`config.mk`:
```
export PLATFORM = sky130hd
export DESIGN_NAME = lsu_ctrl
export DESIGN_NICKNAME = d
export VERILOG_FILES = /design/src/rtl/lsu_ctrl.sv
export SDC_FILE = /design/constraint.sdc
export NUM_CORES = 1
export LEC_CHECK = 0
export ABC_AREA = 1
export CELL_PAD_IN_SITES_DETAIL_PLACEMENT = 0
export CELL_PAD_IN_SITES_GLOBAL_PLACEMENT = 1
export CORE_UTILIZATION = 42
export DETAILED_ROUTE_END_ITERATION = 10
export GPL_ROUTABILITY_DRIVEN = 0
export GPL_TIMING_DRIVEN = 0
export PLACE_DENSITY = 0.85
export SLEW_MARGIN = 10
export SYNTH_ARGS = -nofsm -noshare
export SYNTH_HDL_FRONTEND = slang
export SYNTH_SLANG_ARGS = --single-unit
export TNS_END_PERCENT = 30
```
`constraint.sdc`:
```
create_clock -name clk_i -period 4.7 [get_ports clk_i]
set_clock_uncertainty 0.15 [all_clocks]
set_input_delay 1.175 -clock clk_i [delete_from_list [all_inputs] [get_ports clk_i]]
set_output_delay 1.175 -clock clk_i [all_outputs]
set_load 0.01 [all_outputs]
```
`src/rtl/lsu_ctrl.sv`:
```
// Load/store control in front of the word-addressed, byte-masked data_mem.
// Aligns byte/half/word accesses, splits word-crossing ones in two, and extends load data.
module lsu_ctrl #(
  parameter int DW             = 32,
  parameter int MEM_SIZE_IN_KB = 1,
  localparam int MEM_BYTES     = MEM_SIZE_IN_KB * 1024,
  localparam int ADDRW         = $clog2(MEM_BYTES / 4)
) (
  input  logic             clk_i,
  input  logic             rst_ni,
  input  logic             req_valid_i,
  output logic             req_ready_o,
  input  logic             req_store_i,
  input  logic [2:0]       req_funct3_i,
  input  logic [31:0]      req_addr_i,
  input  logic [DW-1:0]    req_wdata_i,
  output logic             rsp_valid_o,
  input  logic             rsp_ready_i,
  output logic [DW-1:0]    rsp_rdata_o,
  output logic             rsp_err_o,
  output logic             dm_we_o,
  output logic             dm_cs_o,
  output logic [3:0]       dm_mask_o,
  output logic [ADDRW-1:0] dm_addr_o,
  output logic [DW-1:0]    dm_wdata_o,
  input  logic [DW-1:0]    dm_rdata_i
);

  localparam logic [32:0] MEM_LIMIT = 33'(MEM_BYTES);

  typedef enum logic [1:0] {
    IDLE = 2'd0,
    ACC0 = 2'd1,
    ACC1 = 2'd2,
    RESP = 2'd3
  } state_t;

  state_t           state_r;
  logic             store_r;
  logic             split_r;
  logic [2:0]       f3_r;
  logic [1:0]       off_r;
  logic [ADDRW-1:0] waddr_r;
  logic [3:0]       mask_hi_r;
  logic [DW-1:0]    wdata_hi_r;
  logic [DW-1:0]    lo_r;

  logic [2:0]       size_s;
  logic [7:0]       mask_base_s;
  logic             f3_ok_s;
  logic [32:0]      end_s;
  logic             err_s;
  logic             split_s;
  logic [7:0]       lane_s;
  logic [2*DW-1:0]  wide_s;

  // Shift the {hi, lo} word pair down to the access offset, then size and extend.
  function automatic logic [DW-1:0] load_extract(input logic [2*DW-1:0] pair,
                                                 input logic [1:0] off,
                                                 input logic [2:0] f3);
    logic [2*DW-1:0] sh;
    sh = pair >> {off, 3'b000};
    case (f3)
      3'd0:    load_extract = {{24{sh[7]}}, sh[7:0]};
      3'd1:    load_extract = {{16{sh[15]}}, sh[15:0]};
      3'd2:    load_extract = sh[31:0];
      3'd4:    load_extract = {24'd0, sh[7:0]};
      3'd5:    load_extract = {16'd0, sh[15:0]};
      default: load_extract = 32'd0;
    endcase
  endfunction

  // Decode the incoming request: size, legality, range, split and lane alignment.
  always_comb begin
    size_s      = 3'd4;
    mask_base_s = 8'h0F;
    f3_ok_s     = 1'b0;
    case (req_funct3_i[1:0])
      2'd0:    begin size_s = 3'd1; mask_base_s = 8'h01; end
      2'd1:    begin size_s = 3'd2; mask_base_s = 8'h03; end
      default: begin size_s = 3'd4; mask_base_s = 8'h0F; end
    endcase
    if (req_store_i) begin
      f3_ok_s = (req_funct3_i <= 3'd2);
    end else begin
      case (req_funct3_i)
        3'd0, 3'd1, 3'd2, 3'd4, 3'd5: f3_ok_s = 1'b1;
        default:                      f3_ok_s = 1'b0;
      endcase
    end
    // 33-bit sum so an address wrapping past 0xFFFFFFFF still reads as out of range
    end_s   = {1'b0, req_addr_i} + {30'd0, size_s} - 33'd1;
    err_s   = !f3_ok_s || (end_s >= MEM_LIMIT);
    split_s = ({1'b0, req_addr_i[1:0]} + size_s) > 3'd4;
    lane_s  = mask_base_s << req_addr_i[1:0];
    wide_s  = {{DW{1'b0}}, req_wdata_i} << {req_addr_i[1:0], 3'b000};
  end

  // Access sequencer with registered request, memory and response outputs.
  always_ff @(posedge clk_i or negedge rst_ni) begin
    if (!rst_ni) begin
      state_r     <= IDLE;
      store_r     <= 1'b0;
      split_r     <= 1'b0;
      f3_r        <= 3'd0;
      off_r       <= 2'd0;
      waddr_r     <= '0;
      mask_hi_r   <= 4'd0;
      wdata_hi_r  <= '0;
      lo_r        <= '0;
      req_ready_o <= 1'b0;
      rsp_valid_o <= 1'b0;
      rsp_rdata_o <= '0;
      rsp_err_o   <= 1'b0;
      dm_we_o     <= 1'b0;
      dm_cs_o     <= 1'b0;
      dm_mask_o   <= 4'd0;
      dm_addr_o   <= '0;
      dm_wdata_o  <= '0;
    end else begin
      case (state_r)
        IDLE: begin
          if (req_ready_o && req_valid_i) begin
            req_ready_o <= 1'b0;
            store_r     <= req_store_i;
            split_r     <= split_s;
            f3_r        <= req_funct3_i;
            off_r       <= req_addr_i[1:0];
            waddr_r     <= req_addr_i[ADDRW+1:2];
            mask_hi_r   <= lane_s[7:4];
            wdata_hi_r  <= wide_s[2*DW-1:DW];
            if (err_s) begin
              state_r     <= RESP;
              rsp_valid_o <= 1'b1;
              rsp_err_o   <= 1'b1;
              rsp_rdata_o <= '0;
            end else begin
              state_r    <= ACC0;
              dm_cs_o    <= 1'b1;
              dm_we_o    <= req_store_i;
              dm_addr_o  <= req_addr_i[ADDRW+1:2];
              dm_mask_o  <= lane_s[3:0];
              dm_wdata_o <= wide_s[DW-1:0];
            end
          end else begin
            req_ready_o <= 1'b1;
          end
        end
        ACC0: begin
          lo_r <= dm_rdata_i;
          if (split_r) begin
            state_r    <= ACC1;
            dm_cs_o    <= 1'b1;
            dm_we_o    <= store_r;
            dm_addr_o  <= waddr_r + {{(ADDRW-1){1'b0}}, 1'b1};
            dm_mask_o  <= mask_hi_r;
            dm_wdata_o <= wdata_hi_r;
          end else begin
            state_r     <= RESP;
            dm_cs_o     <= 1'b0;
            dm_we_o     <= 1'b0;
            dm_mask_o   <= 4'd0;
            dm_addr_o   <= '0;
            dm_wdata_o  <= '0;
            rsp_valid_o <= 1'b1;
            rsp_err_o   <= 1'b0;
            rsp_rdata_o <= store_r ? '0 : load_extract({{DW{1'b0}}, dm_rdata_i}, off_r, f3_r);
          end
        end
        ACC1: begin
          state_r     <= RESP;
          dm_cs_o     <= 1'b0;
          dm_we_o     <= 1'b0;
          dm_mask_o   <= 4'd0;
          dm_addr_o   <= '0;
          dm_wdata_o  <= '0;
          rsp_valid_o <= 1'b1;
          rsp_err_o   <= 1'b0;
          rsp_rdata_o <= store_r ? '0 : load_extract({dm_rdata_i, lo_r}, off_r, f3_r);
        end
        RESP: begin
          if (rsp_ready_i) begin
            state_r     <= IDLE;
            req_ready_o <= 1'b1;
            rsp_valid_o <= 1'b0;
            rsp_err_o   <= 1'b0;
            rsp_rdata_o <= '0;
          end else begin
            state_r <= RESP;
          end
        end
        default: begin
          state_r     <= IDLE;
          req_ready_o <= 1'b0;
          rsp_valid_o <= 1'b0;
          rsp_err_o   <= 1'b0;
          rsp_rdata_o <= '0;
          dm_cs_o     <= 1'b0;
          dm_we_o     <= 1'b0;
          dm_mask_o   <= 4'd0;
        end
      endcase
    end
  end

endmodule

```
## Yosys cells after proc, flatten, opt, wreduce, memory -nomap -nowiden

Index checks and enable logic that the tools add are counted.

| operators by class | value |
|---|---|
| add/subtract/negate cells | 4 |
| mux-type cells | 48 |
| eq/ne operators | 17 |
| $lt $le $gt $ge | 3 |
| shift-type cells | 4 |
| reduce and logical (&&, ||, !) cells | 14 |

Operators with widths:

| kind | number |
|---|---|
| $pmux W32 S5 | 2 |
| $mux W32 | 9 |
| $pmux W32 S4 | 1 |
| $pmux W32 S3 | 1 |
| $shl A32 B5 Y64 | 1 |
| $shr A64 B5 Y32 | 1 |
| $add A32 B3 Y33 | 1 |
| $ge A33 B11 Y1 const B | 1 |
| $sub A33 B1 Y33 const B | 1 |
| $shr A32 B5 Y32 | 1 |
| $mux W8 | 3 |
| $pmux W8 S3 | 1 |
| $mux W1 | 16 |
| $eq A3 B3 Y1 const B | 4 |
| $mux W4 | 3 |
| $pmux W4 S3 | 1 |
| $ne A2 B2 Y1 const B | 5 |
| $add A8 B1 Y8 const B | 1 |
| $pmux W1 S4 | 2 |
| $pmux W2 S4 | 1 |
| $pmux W4 S2 | 1 |
| $shl A8 B2 Y8 | 1 |
| $eq A3 B1 Y1 const B | 2 |
| $eq A3 B2 Y1 const B | 2 |
| other kinds (20) | 28 |

| word-level totals | value |
|---|---|
| output and inout bits | 81 |
| input bits | 104 |
| word-level logic and storage cells | 108 |
| register bits | 166 |

## Depth between registers and ports, before layout

| depth | value |
|---|---|
| depth after elaboration | 9 |
| gate-level depth with buffers | 26 |
| mapped depth without buffers | 25 |

## Worst setup path before layout

No wires, ideal clock.

| path | value |
|---|---|
| path kind | input to register |
| from | input req_addr_i[1] |
| to | register dm_cs_o |
| data arrival time | 3.807 ns |
| setup time | 0.121 ns |
| required time | 4.429 ns |
| path buffers | 2 |
| path slack | 0.622 ns |
| stages | 24 |
| cell sequence | inv_1 -> clkbuf_1 -> ha_1 -> inv_1 -> ha_1 -> inv_1 -> fa_1 -> nor2_1 -> nor2_1 -> inv_1 -> nand2_1 -> nand3_2 -> nand2_1 -> nand3_1 -> nand2_1 -> nor2_1 -> nand3b_1 -> nor2_2 -> nand3_1 -> nand2_1 -> inv_2 -> buf_2 -> nand2_1 -> nand2_1 |

| between the ends | value |
|---|---|
| cells in the longest elaborated chain, start to end | 6 |

RTL lines:

| item | line | text |
|---|---|---|
| from (decl) | 15 | `input logic [31:0] req_addr_i,` |
| $add A32 B3 Y33 | 92 | `end_s = {1'b0, req_addr_i} + {30'd0, size_s} - 33'd1;` |
| $sub A33 B1 Y33 | 92 |  |
| $ge A33 B11 Y1 | 93 | `err_s = !f3_ok_s \|\| (end_s >= MEM_LIMIT);` |
| $logic_or A1 B1 Y1 | 93 |  |
| $ne A2 B2 Y1 (no line) | - |  |
| $reduce_and A3 Y1 (no line) | - |  |
| to (signal assigned) | 116 | `dm_cs_o <= 1'b0;` |
| to (signal assigned) | 139 | `dm_cs_o <= 1'b1;` |
| to (signal assigned) | 153 | `dm_cs_o <= 1'b1;` |
| to (decl) | 22 | `output logic dm_cs_o,` |

No other way between the ends.
A chain may end at the register's enable or synchronous reset.

## Worst setup path in the final report

| path | value |
|---|---|
| from | input req_addr_i[1] |
| to | register dm_wdata_o[5] |

| between the ends | value |
|---|---|
| cells in the longest elaborated chain, start to end | 6 |
| elaborated cells between the ends (all ways) | 10 |
| those cells by class | 2 x add/sub; 1 x order compare; 1 x eq/ne; 1 x shift; 3 x mux; 2 x reduce/logical |

RTL lines:

| item | line | text |
|---|---|---|
| $add A32 B3 Y33 | 92 |  |
| $sub A33 B1 Y33 | 92 |  |
| $ge A33 B11 Y1 | 93 |  |
| $logic_or A1 B1 Y1 | 93 |  |
| $ne A2 B2 Y1 (no line) | - |  |
| $reduce_and A3 Y1 (no line) | - |  |
| to (signal assigned) | 143 | `dm_wdata_o <= wide_s[DW-1:0];` |
| to (signal assigned) | 157 | `dm_wdata_o <= wdata_hi_r;` |
| to (decl) | 25 | `output logic [DW-1:0] dm_wdata_o,` |

Several ways; a longest one is shown, not always the timed one. The select of a mux whose other input is x is not followed.

==> results.txt <==
The run finished with clean final reports. The complex-gate fraction of the synthesized area came out at 16.4%. STA classifies the critical path startpoint as a primary input. The count of final max-slew check failures came out at 0. In this run the static leakage power is 7.35 nW. The total via count in the routed design is 12562. Averaged over all synthesized cells, the footprint is 6.48 sq um. The TritonCTS buffer count is 17. In this design, the stage delay of the slowest critical-path cell is 0.52 ns. The largest voltage drop on the vdd net is 0.000320 V.

STA puts the critical path data arrival time at 4.58 ns. For this run, the top clock speed supported by timing is 228 MHz. After Yosys synthesis, and, or, nand and nor cells account for 31.5% of the synthesized area. The area growth from synthesis to final layout is 26.1%.

The post-synthesis share of cell area spent on full adders, half adders and majority gates came out at 4.69%. After synthesis, the largest area contributor takes up 34.1% of total cell area. The maximum fanout encountered on the critical timing path came out at 10. The detail route stage leaves a number of antenna-violating nets equal to 0. The post-route DRC violation count came out at 0. The family with the most delay on the worst path is simple AND/OR/NAND/NOR gates. The HPWL after detailed placement came out at 31400 um. Setup repair after global routing left no endpoint under its margin.

Among all flip-flop cells after synthesis, the most frequent one is sky130_fd_sc_hd__dfrtp_1. The number of antenna violations at the first check in global routing came out at 0. Summed over all instances, the cell type with the most area after synthesis is sky130_fd_sc_hd__dfrtp_1.

The number of rows in the core area is 60. The switching power is 4.16 mW. The number of sinks driven by the clock tree is 157. The clock-pin slew on the worst setup and hold paths came out at 0.08 ns. The share of flip-flops with an asynchronous set or reset after synthesis is 100%. The starting utilization of the core area is 42.7%. In the layout the commonest cells are sky130_fd_sc_hd__nand2_1 (655), sky130_fd_sc_hd__inv_1 (223), sky130_fd_sc_hd__clkdlybuf4s50_1 (182). The worst-case setup margin in the final layout came out at 0.311 ns. The CTS tree is done. The maximum level of the CTS H-tree came out at 4. The post-layout total power is 8.73 mW. The chip width came out at 168 um. The iteration count of the initial detailed-routing pass came out at 6. The fraction of the yosys area taken by sequential cells is 34.1%.

The max capacitance violation total is 0. Together, buffers and inverters on the worst path number 7. At the pin with the least slew margin, the transition time is 0.897 ns. The combinational share of power came out at 56.1%. The initial detailed-routing violation count came out at 1105. The register bit count reported by yosys came out at 157.

The ratio of cells with drive above 1 in the final layout came out at 4.46%. The vertical die dimension came out at 168 um. After synthesis, the largest family of logic cells by area is simple AND/OR/NAND/NOR gates. In this run the power density over the cells is 601 nW/um^2.

The number of endpoints failing setup at the final stage is 0. The synthesized instance count is 1778. Net switching is 47.6% of the power.

The number of unique standard cell types used by synthesis is 43. The worst path required time is 4.89 ns. The post-synth design cell area came out at 11500 sq um. The clock passes through at most 2 buffers. The number of global-route vias before repair came out at 12123. The largest net degree at the start of global routing is 88.

Sorting the synthesized cells by area gives the leading types as sky130_fd_sc_hd__dfrtp_1 (34%), sky130_fd_sc_hd__nand2_1 (21%), sky130_fd_sc_hd__o21ai_0 (7.4%). The part of the cycle the worst path needs came out at 93.4%. The worst hold path belongs to the class reg -> reg. The placeable core region came out at 27000 sq um.

The most common cell after layout, fill and taps aside is sky130_fd_sc_hd__nand2_1. The minimum clock period came out at 4.39 ns. Counting every net in the synthesized netlist gives 1924. The mux contribution to synthesized area came out at 2.35%. The die footprint came out at 28100 sq um. The count of boundary I/O pins came out at 185. The cell occurring most often along the worst timing path is sky130_fd_sc_hd__nand2_1. The sort of element at the end of the critical path is a flip-flop. Dividing the detail-routed wire length by the instance count gives 17.6 um.

The total length of routed wires came out at 41100 um. The class of the most critical setup path is in -> reg. In this run, the clock network consumes 18.0% of the power. The worst-skew pair later-pin latency came out at 0.44 ns. The cell with the largest stage delay on the worst path is sky130_fd_sc_hd__clkdlybuf4s50_1.

The placement-stage worst setup slack came out at -0.708 ns. The final net count came out at 2129. The internal cell power is 4.58 mW. Sequential cells burn 25.8% of the power.

The first-pass GRT wire length came out at 65400 um. The share of the synthesized netlist area taken by xor and xnor gates came out at 0.152%. The critical path goes through clkdlybuf4s50_1 -> clkinvlp_4 -> ha_1 -> inv_1 -> ha_2 -> inv_1 -> fa_1 -> nor2_1 -> nor2_1 -> inv_1 -> nand2_1 -> nand3_2 -> nand2_1 -> nand2_1 -> nand2_1 -> nor2_2 -> nand4_1 -> nor2_2 -> nand3_1 -> nand2_2 -> inv_4 -> buf_2 -> nand2_1 -> nand2_1. The number of antenna diodes in the final layout is 0. The count of endpoints failing hold in the final timing report was 0. The count of port buffers added during placement came out at 184. Dividing the detail-routed via count by the number of cells gives 5.38. The number of warning messages in the yosys log is 0. The tree is rooted in a sky130_fd_sc_hd__clkbuf_16. Yosys mapped a number of flops with a built-in enable equal to 0. The headroom to the max-slew limit is 40.0%. Global routing used 29.8% of the available tracks across all layers. The total congestion overflow after global routing came out at 0.
[synth_stat cells, types with 2 or more instances]
master,n
sky130_fd_sc_hd__a21oi_1,83
sky130_fd_sc_hd__a22oi_1,3
sky130_fd_sc_hd__a31oi_1,4
sky130_fd_sc_hd__and2_1,3
sky130_fd_sc_hd__and3_1,2
sky130_fd_sc_hd__buf_1,9
sky130_fd_sc_hd__buf_2,12
sky130_fd_sc_hd__buf_6,8
sky130_fd_sc_hd__clkbuf_1,49
sky130_fd_sc_hd__clkinv_1,4
sky130_fd_sc_hd__dfrtp_1,157
sky130_fd_sc_hd__fa_1,2
sky130_fd_sc_hd__ha_1,40
sky130_fd_sc_hd__inv_1,225
sky130_fd_sc_hd__inv_2,5
sky130_fd_sc_hd__mux2i_1,27
sky130_fd_sc_hd__nand2_1,657
sky130_fd_sc_hd__nand2_2,5
sky130_fd_sc_hd__nand2_4,2
sky130_fd_sc_hd__nand3_1,92
sky130_fd_sc_hd__nand3b_1,9
sky130_fd_sc_hd__nand4_1,11
sky130_fd_sc_hd__nor2_1,100
sky130_fd_sc_hd__nor2_2,5
sky130_fd_sc_hd__nor3_1,4
sky130_fd_sc_hd__nor3_2,2
sky130_fd_sc_hd__o211a_1,2
sky130_fd_sc_hd__o211ai_1,4
sky130_fd_sc_hd__o21ai_0,170
sky130_fd_sc_hd__o21ai_1,2
sky130_fd_sc_hd__o21bai_1,7
sky130_fd_sc_hd__o221ai_1,6
sky130_fd_sc_hd__o22ai_1,52
sky130_fd_sc_hd__o31ai_1,3
sky130_fd_sc_hd__o31ai_2,2
sky130_fd_sc_hd__o32ai_1,2
sky130_fd_sc_hd__or2_2,2
[metrics by stage]
stage / util [%] / cells / hold slack (ns) / TNS (ns) / instance area (sq um)
6_report: 53.9 / 2337 / 0.319 / 0 / 14500
5_1_grt: 53.9 / 2337 / 0.349 / 0 / 14500
4_1_cts: 53.7 / 2336 / 0.324 / 0 / 14500
3_5_place_dp: 51.3 / 2304 / 0.306 / -51.80 / 13800
3_3_place_gp: 51.1 / 2303 / 0.304 / -738.37 / 13800
2_1_floorplan: - / 1778 / 0.287 / 0 / 11500
[cell families after synthesis]
kind of cell    Yosys count
simple gates            896
fa+ha+maj                42
xor+xnor                  2
mux                      27
buf+inv                 312
flops                   157
compound gates          342
[cell type report]
cell class,instances,area [sq um]
Multi-Input combinational cell,1309,6360
Tap cell,341,427
Timing Repair Buffer,187,1890
Buffer,77,378
Clock buffer,18,429
Sequential cell,157,3930
Inverter,234,885
Clock inverter,14,221
Fill cell,2731,12400
[state kept, by name (all words and copies together), names as in the netlist, 2 cells and up]
| signal | count |
|---|---|
| dm_wdata_o | 32 |
| lo_r | 32 |
| rsp_rdata_o | 32 |
| wdata_hi_r | 24 |
| dm_addr_o | 8 |
| waddr_r | 8 |
| dm_mask_o | 4 |
| f3_r | 3 |
| mask_hi_r | 3 |
| off_r | 2 |
| state_r | 2 |
[final timing paths]
path / startpoint / slack [ns] / endpoint / cells after the start
worst max register to register: state_r[1] / 1.29 / dm_wdata_o[1] / 10
max in group asynchronous: rst_ni / 3.01 / wdata_hi_r[16] / 2
worst min register to register: dm_mask_o[3] / 0.32 / dm_mask_o[3] / 2
worst max-delay path: req_addr_i[1] / 0.31 / dm_wdata_o[5] / 24
worst min-delay path: dm_mask_o[3] / 0.32 / dm_mask_o[3] / 2
min in group asynchronous: rst_ni / 0.54 / lo_r[12] / 1
[worst reg2reg max path, delay by kind of cell (launching register included)]
kind	cells	cell delay (ns)
and+or+nand+nor	3	0.91
buffers and inverters	5	1.23
adders and majority gates	1	0.41
AOI/OAI and AO/OA	1	0.26
DFF	1	0.41
[layer usage]
layer	GRT usage (%)	share of wire [%]
met5	0	0
met1	39.9	45
met3	5.67	6.6
met2	47.4	45
met4	11.4	3.5
[power by group through the flow]
| stage | registers (mW) | logic [mW] | clock network, mW |
|---|---|---|---|
| after global routing | 2.31 | 5.41 | 1.64 |
| final | 2.26 | 4.90 | 1.58 |
| after detailed placement | 2.27 | 4.77 | 0 |
| after CTS | 2.25 | 4.80 | 1.59 |
| after global placement | 2.27 | 4.72 | 0 |
| after floorplan | 2.30 | 2.88 | 0 |
[timing repair]
item | in CTS | in global routing
setup buffers | 1 | 1
pin swaps | 0 | 2
endpoints found under the setup margin | 81 | 81
hold buffers | 0 | 0
gates resized for setup | 4 | 13
(Power assumes the default switching activity.)
